**src/rtl/axi_ready_gen_multi.sv**
```systemverilog
// axi_ready_gen_multi: per-channel programmable AXI READY generator (NOBP/OSC/SINGLE/RANDOM) with stall watchdog
module axi_ready_gen_multi #(
    parameter int NUM_CH    = 5,
    parameter int CNT_W     = 8,
    parameter int MAX_STALL = 64,
    parameter int HS_CNT_W  = 16
) (
    input  logic                                         aclk,
    input  logic                                         aresetn,
    input  logic                                         cfg_wr,
    input  logic [(NUM_CH > 1 ? $clog2(NUM_CH) : 1)-1:0] cfg_ch,
    input  logic [1:0]                                   cfg_mode,
    input  logic [CNT_W-1:0]                             cfg_low,
    input  logic [CNT_W-1:0]                             cfg_high,
    input  logic [15:0]                                  cfg_seed,
    input  logic [NUM_CH-1:0]                            valid_i,
    output logic [NUM_CH-1:0]                            ready_o,
    output logic [NUM_CH*HS_CNT_W-1:0]                   hs_cnt_o,
    output logic [NUM_CH-1:0]                            stall_flag_o
);
    typedef enum logic [1:0] {S_IDLE, S_WAIT, S_ASSERT} single_t;
    localparam int CH_W = NUM_CH > 1 ? $clog2(NUM_CH) : 1;
    localparam int ST_W = MAX_STALL > 1 ? $clog2(MAX_STALL) : 1;
    localparam logic [ST_W-1:0] ST_LAST = ST_W'(MAX_STALL - 1);
    localparam logic [15:0] SEED_DEF = 16'hACE1;
    localparam logic [1:0] M_NOBP = 2'd0, M_OSC = 2'd1, M_SINGLE = 2'd2, M_RANDOM = 2'd3;
    for (genvar c = 0; c < NUM_CH; c++) begin : g_ch
        logic [1:0]          r_mode;
        logic [CNT_W-1:0]    r_low, r_high, r_cnt, w_cnt, w_len;
        logic [15:0]         r_lfsr, w_lfsr;
        logic [ST_W-1:0]     r_stall, w_stall;
        logic [HS_CNT_W-1:0] r_hs;
        logic                r_ph, w_ph, r_ready, r_flag, w_ready, w_hs, w_stalled, w_force, w_cfg, w_wrap;
        single_t             r_st, w_st;
        assign w_hs      = valid_i[c] && r_ready;
        assign w_cfg     = cfg_wr && cfg_ch == CH_W'(c);
        assign w_stalled = valid_i[c] && !r_ready;
        assign w_force   = MAX_STALL > 0 && w_stalled && r_stall == ST_LAST;
        assign w_len     = r_ph ? r_high : r_low;
        assign w_wrap    = r_cnt >= w_len - CNT_W'(1);
        assign ready_o[c]                         = r_ready;
        assign stall_flag_o[c]                    = r_flag;
        assign hs_cnt_o[c*HS_CNT_W +: HS_CNT_W]   = r_hs;
        always_comb begin
            w_lfsr  = {1'b0, r_lfsr[15:1]} ^ (r_lfsr[0] ? 16'hB400 : 16'h0000);
            w_ph    = r_ph;
            w_cnt   = r_cnt;
            w_st    = r_st;
            w_ready = 1'b1;
            w_stall = (w_stalled && !w_force) ? r_stall + ST_W'(1) : '0;
            case (r_mode)
                M_OSC: begin
                    w_ready = r_low == '0 || (r_ph && r_high != '0);
                    w_ph    = w_wrap ? !r_ph : r_ph;
                    w_cnt   = w_wrap ? '0 : r_cnt + CNT_W'(1);
                end
                M_SINGLE: begin
                    w_ready = 1'b0;
                    case (r_st)
                        S_IDLE: if (valid_i[c]) begin
                            w_st    = r_low == '0 ? S_ASSERT : S_WAIT;
                            w_cnt   = r_low;
                            w_ready = r_low == '0;
                        end
                        S_WAIT: begin
                            w_cnt   = r_cnt - CNT_W'(1);
                            w_st    = r_cnt <= CNT_W'(1) ? S_ASSERT : S_WAIT;
                            w_ready = r_cnt <= CNT_W'(1);
                        end
                        default: begin
                            w_st    = w_hs ? S_IDLE : S_ASSERT;
                            w_ready = !w_hs;
                        end
                    endcase
                end
                M_RANDOM: w_ready = r_lfsr[CNT_W-1:0] >= r_low;
                default: ;
            endcase
            // SINGLE keeps a forced READY up until the handshake lands
            if (w_force) begin
                w_ready = 1'b1;
                w_st    = r_mode == M_SINGLE ? S_ASSERT : w_st;
            end
        end
        always_ff @(posedge aclk) begin
            if (!aresetn) begin
                r_mode  <= M_NOBP;
                r_low   <= '0;
                r_high  <= '0;
                r_lfsr  <= SEED_DEF;
                r_cnt   <= '0;
                r_ph    <= 1'b0;
                r_st    <= S_IDLE;
                r_stall <= '0;
                r_ready <= 1'b0;
                r_flag  <= 1'b0;
                r_hs    <= '0;
            end else begin
                r_ready <= w_ready;
                r_hs    <= w_hs ? r_hs + HS_CNT_W'(1) : r_hs;
                r_flag  <= r_flag || w_force;
                if (w_cfg) begin
                    r_mode  <= cfg_mode;
                    r_low   <= cfg_low;
                    r_high  <= cfg_high;
                    r_lfsr  <= cfg_seed == '0 ? SEED_DEF : cfg_seed;
                    r_cnt   <= '0;
                    r_ph    <= 1'b0;
                    r_st    <= S_IDLE;
                    r_stall <= '0;
                end else begin
                    r_lfsr  <= w_lfsr;
                    r_cnt   <= w_cnt;
                    r_ph    <= w_ph;
                    r_st    <= w_st;
                    r_stall <= w_stall;
                end
            end
        end
    end
endmodule

```
**config.mk**
```make
export PLATFORM = sky130hd
export DESIGN_NAME = axi_ready_gen_multi
export DESIGN_NICKNAME = d
export VERILOG_FILES = /design/src/rtl/axi_ready_gen_multi.sv
export SDC_FILE = /design/constraint.sdc
export NUM_CORES = 1
export LEC_CHECK = 0
export ABC_AREA = 1
export CAP_MARGIN = 20
export CELL_PAD_IN_SITES_DETAIL_PLACEMENT = 1
export CELL_PAD_IN_SITES_GLOBAL_PLACEMENT = 1
export CORE_MARGIN = 8
export CORE_UTILIZATION = 47
export DETAILED_ROUTE_END_ITERATION = 7
export PLACE_DENSITY = 0.88
export SETUP_SLACK_MARGIN = 0.1
export SLEW_MARGIN = 10
export SYNTH_ARGS = -nofsm -noshare
export SYNTH_HDL_FRONTEND = slang
export SYNTH_SLANG_ARGS = --single-unit
```
**constraint.sdc**
```tcl
create_clock -name aclk -period 4.9 [get_ports aclk]
set_clock_uncertainty 0.05 [all_clocks]
set_input_delay 0.735 -clock aclk [delete_from_list [all_inputs] [get_ports aclk]]
set_output_delay 0.735 -clock aclk [all_outputs]
set_load 0.05 [all_outputs]
```
==> results.cfg, run 1 <==
[status]
outcome = complete, no violations

[route]
drtIter0Drc = 929
dr_wl_met3_um = 2540
avgRoutedWirePerCell_um = 18.3
drc = 0
routed_wl_um = 62600
vias = 18802
vias_per_cell = 5.49
drt-met1-wl_um = 25800
first_pass_iters = 4
wl_met2_um = 31500
top_layer = met4
postRouteAntennaNets = 0

[power_and_ir_drop]
p_per_area_nw_per_um2 = 309
vdd_ir_drop_max_v = 0.000222
leakage_nw = 9.72

[setup_path]
slowest_stage = dfxtp_1
rrSetupSlack_ns = 1.57
end_kind = flop
reg2reg_to = g_ch[0].r_cnt[3]
cp-endpoint = g_ch[0].r_cnt[3]
critPathRequiredTime_ns = 5.34
startpoint = g_ch[0].r_ph
startpoint_type = flop
critical_path_class = flop to flop
max_stage_delay_ns = 0.68
crit_arrival_ns = 3.77
reg2regPathDepth = 13
worst_path_most_repeated_cell = nand2_1
crit_chain = nand2_1 -> o21ai_1 -> nand3_1 -> nor2_1 -> nand3_1 -> xor2_1 -> ha_1 -> a21oi_1 -> o21a_1 -> nand2_1 -> nor2_1 -> nand2_1 -> a21oi_1
timing.rr.start = g_ch[0].r_ph
crit_path_max_fanout = 19

[sta]
period_minus_slack_ns = 3.33
rsz0062_at_grt = no
max_freq_mhz = 300
setup_tns_ns = 0
maxSlewHeadroom = 0.506
setup_viol = 0
finalCritPeriodShare = 0.680
drv_slew = 0
hold_viol = 0
worstMarginPinSlew_ns = 0.741

[clock_network]
cts_hold_buf = 0
clk_path_buf_depth = 3
clk_latency_ns = 0.56
tritoncts = yes
cts_resized = 0
clk_pin_slew_ns = 0.06
cts_setup_buffers = 0
cts_max_level = 2
numCtsBuffers = 41
clk_root_buffer_cell = clkbuf_16
clock_sinks = 345

[synthesis]
synth-seq-area-share = 0.358
yosysTopAreaCell = dfxtp_1
synth_warnings = 0
syn_area_sq_um = 19300
synth.distinct_cells = 46
avgSynthCellArea_sq_um = 6.97
synthCells = 2766
synth-seq-cells = 345
synthTopCellsByArea = dfxtp_1 36%, nand2_1 11%, ha_1 8.4%, inv_1 8.1%, o21ai_0 5.7%
yosysTopAreaCellShare = 0.358
synth_nets = 2941

[placement]
gp_congestion = 0.879
dp.cells = 3357
io_buffer_count = 134
hpwl_um = 45200

[grt]
gr-total-overflow = 0
grt_pass1_vias = 19873
grt_pass1_wl_um = 101000
grt_max_degree = 58
antenna_found_initial = 0
track_usage = 0.258

[layout]
nNetsFinal = 3043
layout_commonest_cell = nand2_1
drive_gt1_frac = 0.0491
syn2layout_area_growth_pct = 15.0
layout.cells.non_filler = 3423
num_antenna_cells = 0
layout_common_cells = 559 x nand2_1, 415 x inv_1, 345 x dfxtp_1

[floorplan]
fp-row-count = 74
core_area_sq_um = 40600
die_area_sq_um = 47800
start_util = 0.474
die_h_um = 219
die_w_um = 219
ios = 135

[run]
drv_cap = 0

[min_path]
hold_class = flop to flop
## worst max-delay path, delay by kind of cell, from the launching register on
family | cells | cell delay [ns]
AO/OA/AOI/OAI | 4 | 0.67
XOR/XNOR | 1 | 0.18
adder cells (fa/ha/maj) | 1 | 0.30
AND/OR/NAND/NOR | 7 | 1.37
flip-flops | 1 | 0.68
## registers in the layout, summed over array words and instances (netlist names), named ones only
signal	flops
g_ch.r_hs	80
g_ch.r_low	40
g_ch.r_flag	5
g_ch.r_ready	5
g_ch.r_high	40
g_ch.r_stall	30
g_ch.r_lfsr	80
g_ch.r_ph	5
g_ch.r_st	6
g_ch.r_cnt	40
g_ch.r_mode	10
## per-layer routing
| layer | GRT usage | vias to the layer above |
|---|---|---|
| li1 | - | 9135 |
| met1 | 0.298 | 9139 |
| met2 | 0.459 | 371 |
| met3 | 0.0369 | 157 |
| met4 | 0.129 | 0 |
| met5 | 0 | - |
## cells in the mapped netlist, drive strengths merged
master	number
buf	66
inv	433
o22ai	82
a211oi	5
nor4	2
and2	1
nor3b	6
or2	1
nand3	183
o211ai	3
nand3b	8
xor2	64
a21boi	1
o21a	14
clkinv	2
nor3	27
o21bai	1
dfxtp	345
nand2	570
xnor2	18
a31oi	2
nand4	39
and3	1
ha	130
clkbuf	14
nor2	302
a21oi	204
o31ai	1
o21ai	241
## worst min-delay path by stage
stage | end | startpoint | slack, ns | cells after the start
floorplan | g_ch[1].r_lfsr[14] | g_ch[1].r_lfsr[15] | 0.36 | 2
global placement | g_ch[2].r_lfsr[8] | g_ch[2].r_lfsr[9] | 0.36 | 2
detailed placement | g_ch[1].r_lfsr[14] | g_ch[1].r_lfsr[15] | 0.37 | 2
CTS | g_ch[2].r_lfsr[14] | g_ch[2].r_lfsr[15] | 0.39 | 2
global route | g_ch[2].r_lfsr[14] | g_ch[2].r_lfsr[15] | 0.41 | 2
finish | g_ch[2].r_lfsr[14] | g_ch[2].r_lfsr[15] | 0.39 | 2
## metrics by stage
stage	hold WS (ns)	utilization	worst slack, ns	power, W	instance area (sq um)
6_report	0.387	0.546	1.57	0.00685	22200
5_1_grt	0.413	0.546	1.28	0.00712	22200
4_1_cts	0.388	0.546	1.59	0.00690	22200
3_5_place_dp	0.370	0.514	1.72	0.00385	20900
3_3_place_gp	0.364	0.514	1.92	0.00380	20900
2_1_floorplan	0.356	-	2.29	0.00358	19300
## area by class of cell
cell class                 count  area, sq um
fill                        5273        18500
sequential                   345         6910
timing repair buffer         139         1370
tap                          532          666
multi-input combinational   1906        10300
clock buffer                  46         1070
inverter                     435         1630
clock inverter                20          229
## cell families after synthesis
family / Yosys count / synth area share
and+or+nand+nor: 1140 / 0.257
AOI/OAI and AO/OA: 554 / 0.155
buffers and inverters: 515 / 0.108
DFF: 345 / 0.358
adders and majority gates: 130 / 0.0844
xor gates and xnor gates: 82 / 0.0372
## power breakdown
group	internal (W)	leakage, nW	switching, W
Sequential	0.00291	2.81	0.0000951
Clock	0.00178	0.628	0.00125
Combinational	0.000274	6.28	0.000533
No activity file was read; power rests on OpenSTA's default activity.
==> run 2: changes to the inputs <==
- CORE_UTILIZATION: 47 -> 39
- PLACE_DENSITY: 0.88 -> 0.78
- clock period: 4.9 -> 3 ns (I/O delays scaled with it)
==> results.cfg, run 2 (same netlist as run 1, synthesis figures left out) <==
[grt]
grt_busiest_layer = met2
antenna_found_initial = 0
grt_util_met3 = 0.0310
grtUsageMet2 = 0.385
grt_pass1_vias = 19490
track_usage = 0.213
gr-total-overflow = 0
grt_pass1_wl_um = 100000
met1_usage = 0.251
grt_max_degree = 57

[layout]
drive_gt1_frac = 0.0573
design_area_sq_um = 22600
num_antenna_cells = 0
syn2layout_area_growth_pct = 17.1
n_fill_cell = 6197
nNetsFinal = 3058
layout_commonest_cell = nand2_1
layout_common_cells = 559 x nand2_1, 414 x inv_1, 340 x dfxtp_1
finish.utilization = 0.462
top_regs = g_ch.r_hs x80, g_ch.r_lfsr x80

[setup_path]
max_stage_delay_ns = 0.39
critPathRequiredTime_ns = 3.44
crit_chain = o21ai_0 -> nand2_1 -> nor2_1 -> nand4_1 -> xor2_1 -> inv_1 -> ha_1 -> nand2_1 -> inv_1 -> nor2_1 -> o21a_1 -> nand2_1 -> nor2_4 -> nand2_1 -> a21oi_1
startpoint_type = flop
rrSetupSlack_ns = 0.35
crit_arrival_ns = 3.09
slowest_stage = dfxtp_4
critical_path_class = flop to flop
worst_path_most_repeated_cell = nand2_1
end_kind = flop
cpLargestDelayFamily = simple AND/OR/NAND/NOR gates
crit_path_max_fanout = 19
critical_path_buf_inv_count = 2

[clock_network]
tritoncts = yes
clock_sinks = 345
clk_path_buf_depth = 3
numCtsBuffers = 42
clk_latency_ns = 0.56
clk_pin_slew_ns = 0.06
clk_root_buffer_cell = clkbuf_16
cts_hold_buf = 0
cts_max_level = 2

[floorplan]
core_area_sq_um = 48800
die_h_um = 238
die_w_um = 238
fp-row-count = 81
ios = 135
die_area_sq_um = 56800
start_util = 0.395

[sta]
whs_ns = 0.388
finalWorstSetupSlack_ns = 0.353
drv_slew = 0
finalCritPeriodShare = 0.882
hold_viol = 0
rsz0062_at_grt = yes
setup_tns_ns = 0
period_minus_slack_ns = 2.65
max_freq_mhz = 378
worstMarginPinSlew_ns = 0.735
maxSlewHeadroom = 0.510
setup_viol = 0

[route]
drc = 0
drtIter0Drc = 665
vias_per_cell = 5.16
routed_wl_um = 61600
postRouteAntennaNets = 0
vias = 18470
avgRoutedWirePerCell_um = 17.2
first_pass_iters = 5

[power_and_ir_drop]
vdd_ir_drop_max_v = 0.000326
leakage_nw = 9.84
p_per_area_nw_per_um2 = 504

[placement]
place_ws_ns = -0.0427
hpwl_um = 46200
post_dp_cell_area_sq_um = 21200
gp_congestion = 0.851
io_buffer_count = 134

[run]
drv_cap = 0

[min_path]
hold_class = flop to flop

[status]
outcome = complete, no violations
==> run 2: cell types whose count changed in the layout (fill, tap and decap cells not counted), sizes merged <==
cell,change
buf,+14
bufinv,-1
clkbuf,+12
inv,-1
==> run 2: area by class of cell <==
class / instances / area (sq um) / area share
Clock inverter: 18 / 184 / 0.00815
Tap cell: 664 / 831 / 0.0368
Timing Repair Buffer: 153 / 1480 / 0.0655
Multi-Input combinational cell: 1906 / 10300 / 0.457
Clock buffer: 58 / 1200 / 0.0534
Sequential cell: 345 / 6920 / 0.307
Inverter: 435 / 1630 / 0.0723
==> run 2: worst register-to-register path: stages, from the launching register on <==
cell and delay, ns:
dfxtp_4 0.39, o21ai_0 0.38, nand2_1 0.09, nor2_1 0.14, nand4_1 0.11, xor2_1 0.15
inv_1 0.06, ha_1 0.29, nand2_1 0.08, inv_1 0.04, nor2_1 0.08, o21a_1 0.17
nand2_1 0.15, nor2_4 0.18, nand2_1 0.09, a21oi_1 0.13
==> run 2: final timing paths <==
check,startpoint,endpoint,cells past startpoint
worst min register to register,g_ch[0].r_lfsr[12],g_ch[0].r_lfsr[11],2
worst max-delay path,g_ch[3].r_ph,g_ch[3].r_cnt[4],15
worst min-delay path,g_ch[0].r_lfsr[12],g_ch[0].r_lfsr[11],2
worst max register to register,g_ch[3].r_ph,g_ch[3].r_cnt[4],15
==> run 2: per-layer routing <==
layer	share of wire	vias up
li1	-	9180
met1	0.43	8923
met2	0.50	244
met3	0.032	123
met4	0.039	0
met5	0	-
==> run 2: where the power goes <==
group / internal [W] / leakage [nW] / switching, W
registers: 0.00475 / 2.81 / 0.000153
clock network: 0.00307 / 0.667 / 0.00208
logic: 0.000453 / 6.36 / 0.000857
==> run 2: through the flow <==
| step | instances | power [W] |
|---|---|---|
| 2_1_floorplan | 2766 | 0.00585 |
| 3_3_place_gp | 3503 | 0.00623 |
| 3_5_place_dp | 3503 | 0.00631 |
| 4_1_cts | 3579 | 0.0115 |
| 5_1_grt | 3579 | 0.0119 |
| 6_report | 3579 | 0.0114 |
==> run 2: timing repair <==
item | CTS | global route
resized for setup | 2 | 18
endpoints found under the setup margin | 11 | 34
buffers inserted | 0 | 0
pin swaps | 0 | 0
cloned | 0 | 0
==> run 3: changes to the inputs <==
==> constraint.sdc (replaced) <==
create_clock -name aclk -period 3 [get_ports aclk]
set_clock_uncertainty 0.05 [all_clocks]
set_input_delay 0.3 -clock aclk [delete_from_list [all_inputs] [get_ports aclk]]
set_output_delay 0.3 -clock aclk [all_outputs]
set_load 0.05 [all_outputs]
==> results.cfg, run 3 (same netlist as run 1, synthesis figures left out) <==
[sta]
maxSlewHeadroom = 0.502
worstMarginPinSlew_ns = 0.748
rsz0062_at_grt = no
finalWorstSetupSlack_ns = 0.335
max_freq_mhz = 375
drv_slew = 0
period_minus_slack_ns = 2.66
hold_viol = 0
finalCritPeriodShare = 0.888
setup_viol = 0
setup_tns_ns = 0

[grt]
grt_pass1_vias = 19662
grt_max_degree = 57
grt_pass1_wl_um = 100000
antenna_found_initial = 0
gr-total-overflow = 0
track_usage = 0.214

[clock_network]
cts_hold_buf = 0
cts_setup_buffers = 0
tritoncts = yes
cts_resized = 3
numCtsBuffers = 40
clock_sinks = 345
clk_latency_ns = 0.56
clk_root_buffer_cell = clkbuf_16
clk_path_buf_depth = 3
clk_pin_slew_ns = 0.07
cts_max_level = 2

[floorplan]
die_area_sq_um = 56800
die_w_um = 238
start_util = 0.395
core_area_sq_um = 48800
ios = 135
fp-row-count = 81
die_h_um = 238

[placement]
gp_congestion = 0.871
io_buffer_count = 134
post_dp_cell_area_sq_um = 21100
place_ws_ns = -0.0315
hpwl_um = 45900

[setup_path]
critical_path_class = flop to flop
max_stage_delay_ns = 0.42
critPathRequiredTime_ns = 3.43
end_kind = flop
crit_arrival_ns = 3.10
cpLargestDelayFamily = compound AO/OA/AOI/OAI gates
critical_path_buf_inv_count = 2
crit_path_max_fanout = 11
slowest_stage = o21ai_0
startpoint_type = flop
crit_chain = buf_4 -> o21ai_0 -> nand4_1 -> xor2_1 -> inv_1 -> ha_1 -> a21oi_1 -> o21a_1 -> nand2_1 -> nor2_4 -> nand2_1 -> a21oi_1

[power_and_ir_drop]
pwr-share-comb = 0.114
p_sw_frac = 0.266
power_frac_clock = 0.458
leakage_nw = 9.84
internal-power_w = 0.00841
p_per_area_nw_per_um2 = 508
power.total_w = 0.0115
p_seq_frac = 0.428
vdd_ir_drop_max_v = 0.000352
power.switching_w = 0.00304

[route]
drc = 0
vias_per_cell = 5.18
postRouteAntennaNets = 0
first_pass_iters = 4
avgRoutedWirePerCell_um = 17.3
drtIter0Drc = 835
routed_wl_um = 61900
vias = 18512

[layout]
num_antenna_cells = 0
design_area_sq_um = 22600
layout_commonest_cell = nand2_1
layout_common_cells = 559 x nand2_1, 415 x inv_1, 340 x dfxtp_1
drive_gt1_frac = 0.0564
syn2layout_area_growth_pct = 17.0
nNetsFinal = 3054
top_regs = g_ch.r_hs x80, g_ch.r_lfsr x80

[status]
outcome = complete, no violations

[min_path]
hold_class = primary input to flop

[run]
drv_cap = 0
## run 3: cell count changes in the layout (fill, tap and decap cells not counted), sizes merged
cell      before  now
clkbuf        58   54
bufinv         3    6
clkinvlp       6    3
buf           20   18
clkinv        11   10
## run 3: through the flow
stage                util  instances  hold WS (ns)
floorplan               -       2766         0.356
global placement    0.433       3501         0.360
detailed placement  0.433       3501         0.368
CTS                 0.461       3572         0.244
global route        0.462       3572         0.264
finish              0.462       3572         0.273
## run 3: layer usage
| layer | vias to the layer above | track usage | routed length (um) | part of all wire |
|---|---|---|---|---|
| met5 | - | 0 | 0 | 0 |
| met1 | 8916 | 0.250 | 26600 | 0.43 |
| met4 | 0 | 0.0902 | 2380 | 0.038 |
| met2 | 279 | 0.390 | 31000 | 0.50 |
| li1 | 9177 | - | - | - |
| met3 | 140 | 0.0269 | 1920 | 0.031 |
## run 3: cell type report
class | instances | area [sq um]
fillers | 6305 | 26300
repair buffers | 151 | 1460
clock inverters | 17 | 243
multi-input cells | 1906 | 10300
inverters | 435 | 1630
flip-flops and latches | 345 | 6920
well taps | 664 | 831
clock buffers | 54 | 1150
## run 3: path summary, 6_finish.rpt
check                                         end  cells past startpoint              start  slack, ns
worst max-delay path             g_ch[4].r_cnt[4]                     12       g_ch[4].r_ph       0.34
worst min-delay path               g_ch[2].r_flag                      3            aresetn       0.27
worst max register to register   g_ch[4].r_cnt[4]                     12       g_ch[4].r_ph       0.34
worst min register to register  g_ch[3].r_lfsr[8]                      2  g_ch[3].r_lfsr[9]       0.39
## run 3: worst min-delay path, delay by kind of cell
family / cells / cell delay, ns
AOI/OAI and AO/OA: 1 / 0.18
buffers and inverters: 2 / 0.35
## run 3: power groups by stage
stage	clock network [W]	logic (W)	registers [W]
4_1_cts	0.00537	0.00131	0.00491
2_1_floorplan	0	0.000862	0.00499
3_3_place_gp	0	0.00123	0.00500
5_1_grt	0.00555	0.00147	0.00492
6_report	0.00524	0.00131	0.00490
3_5_place_dp	0	0.00129	0.00501
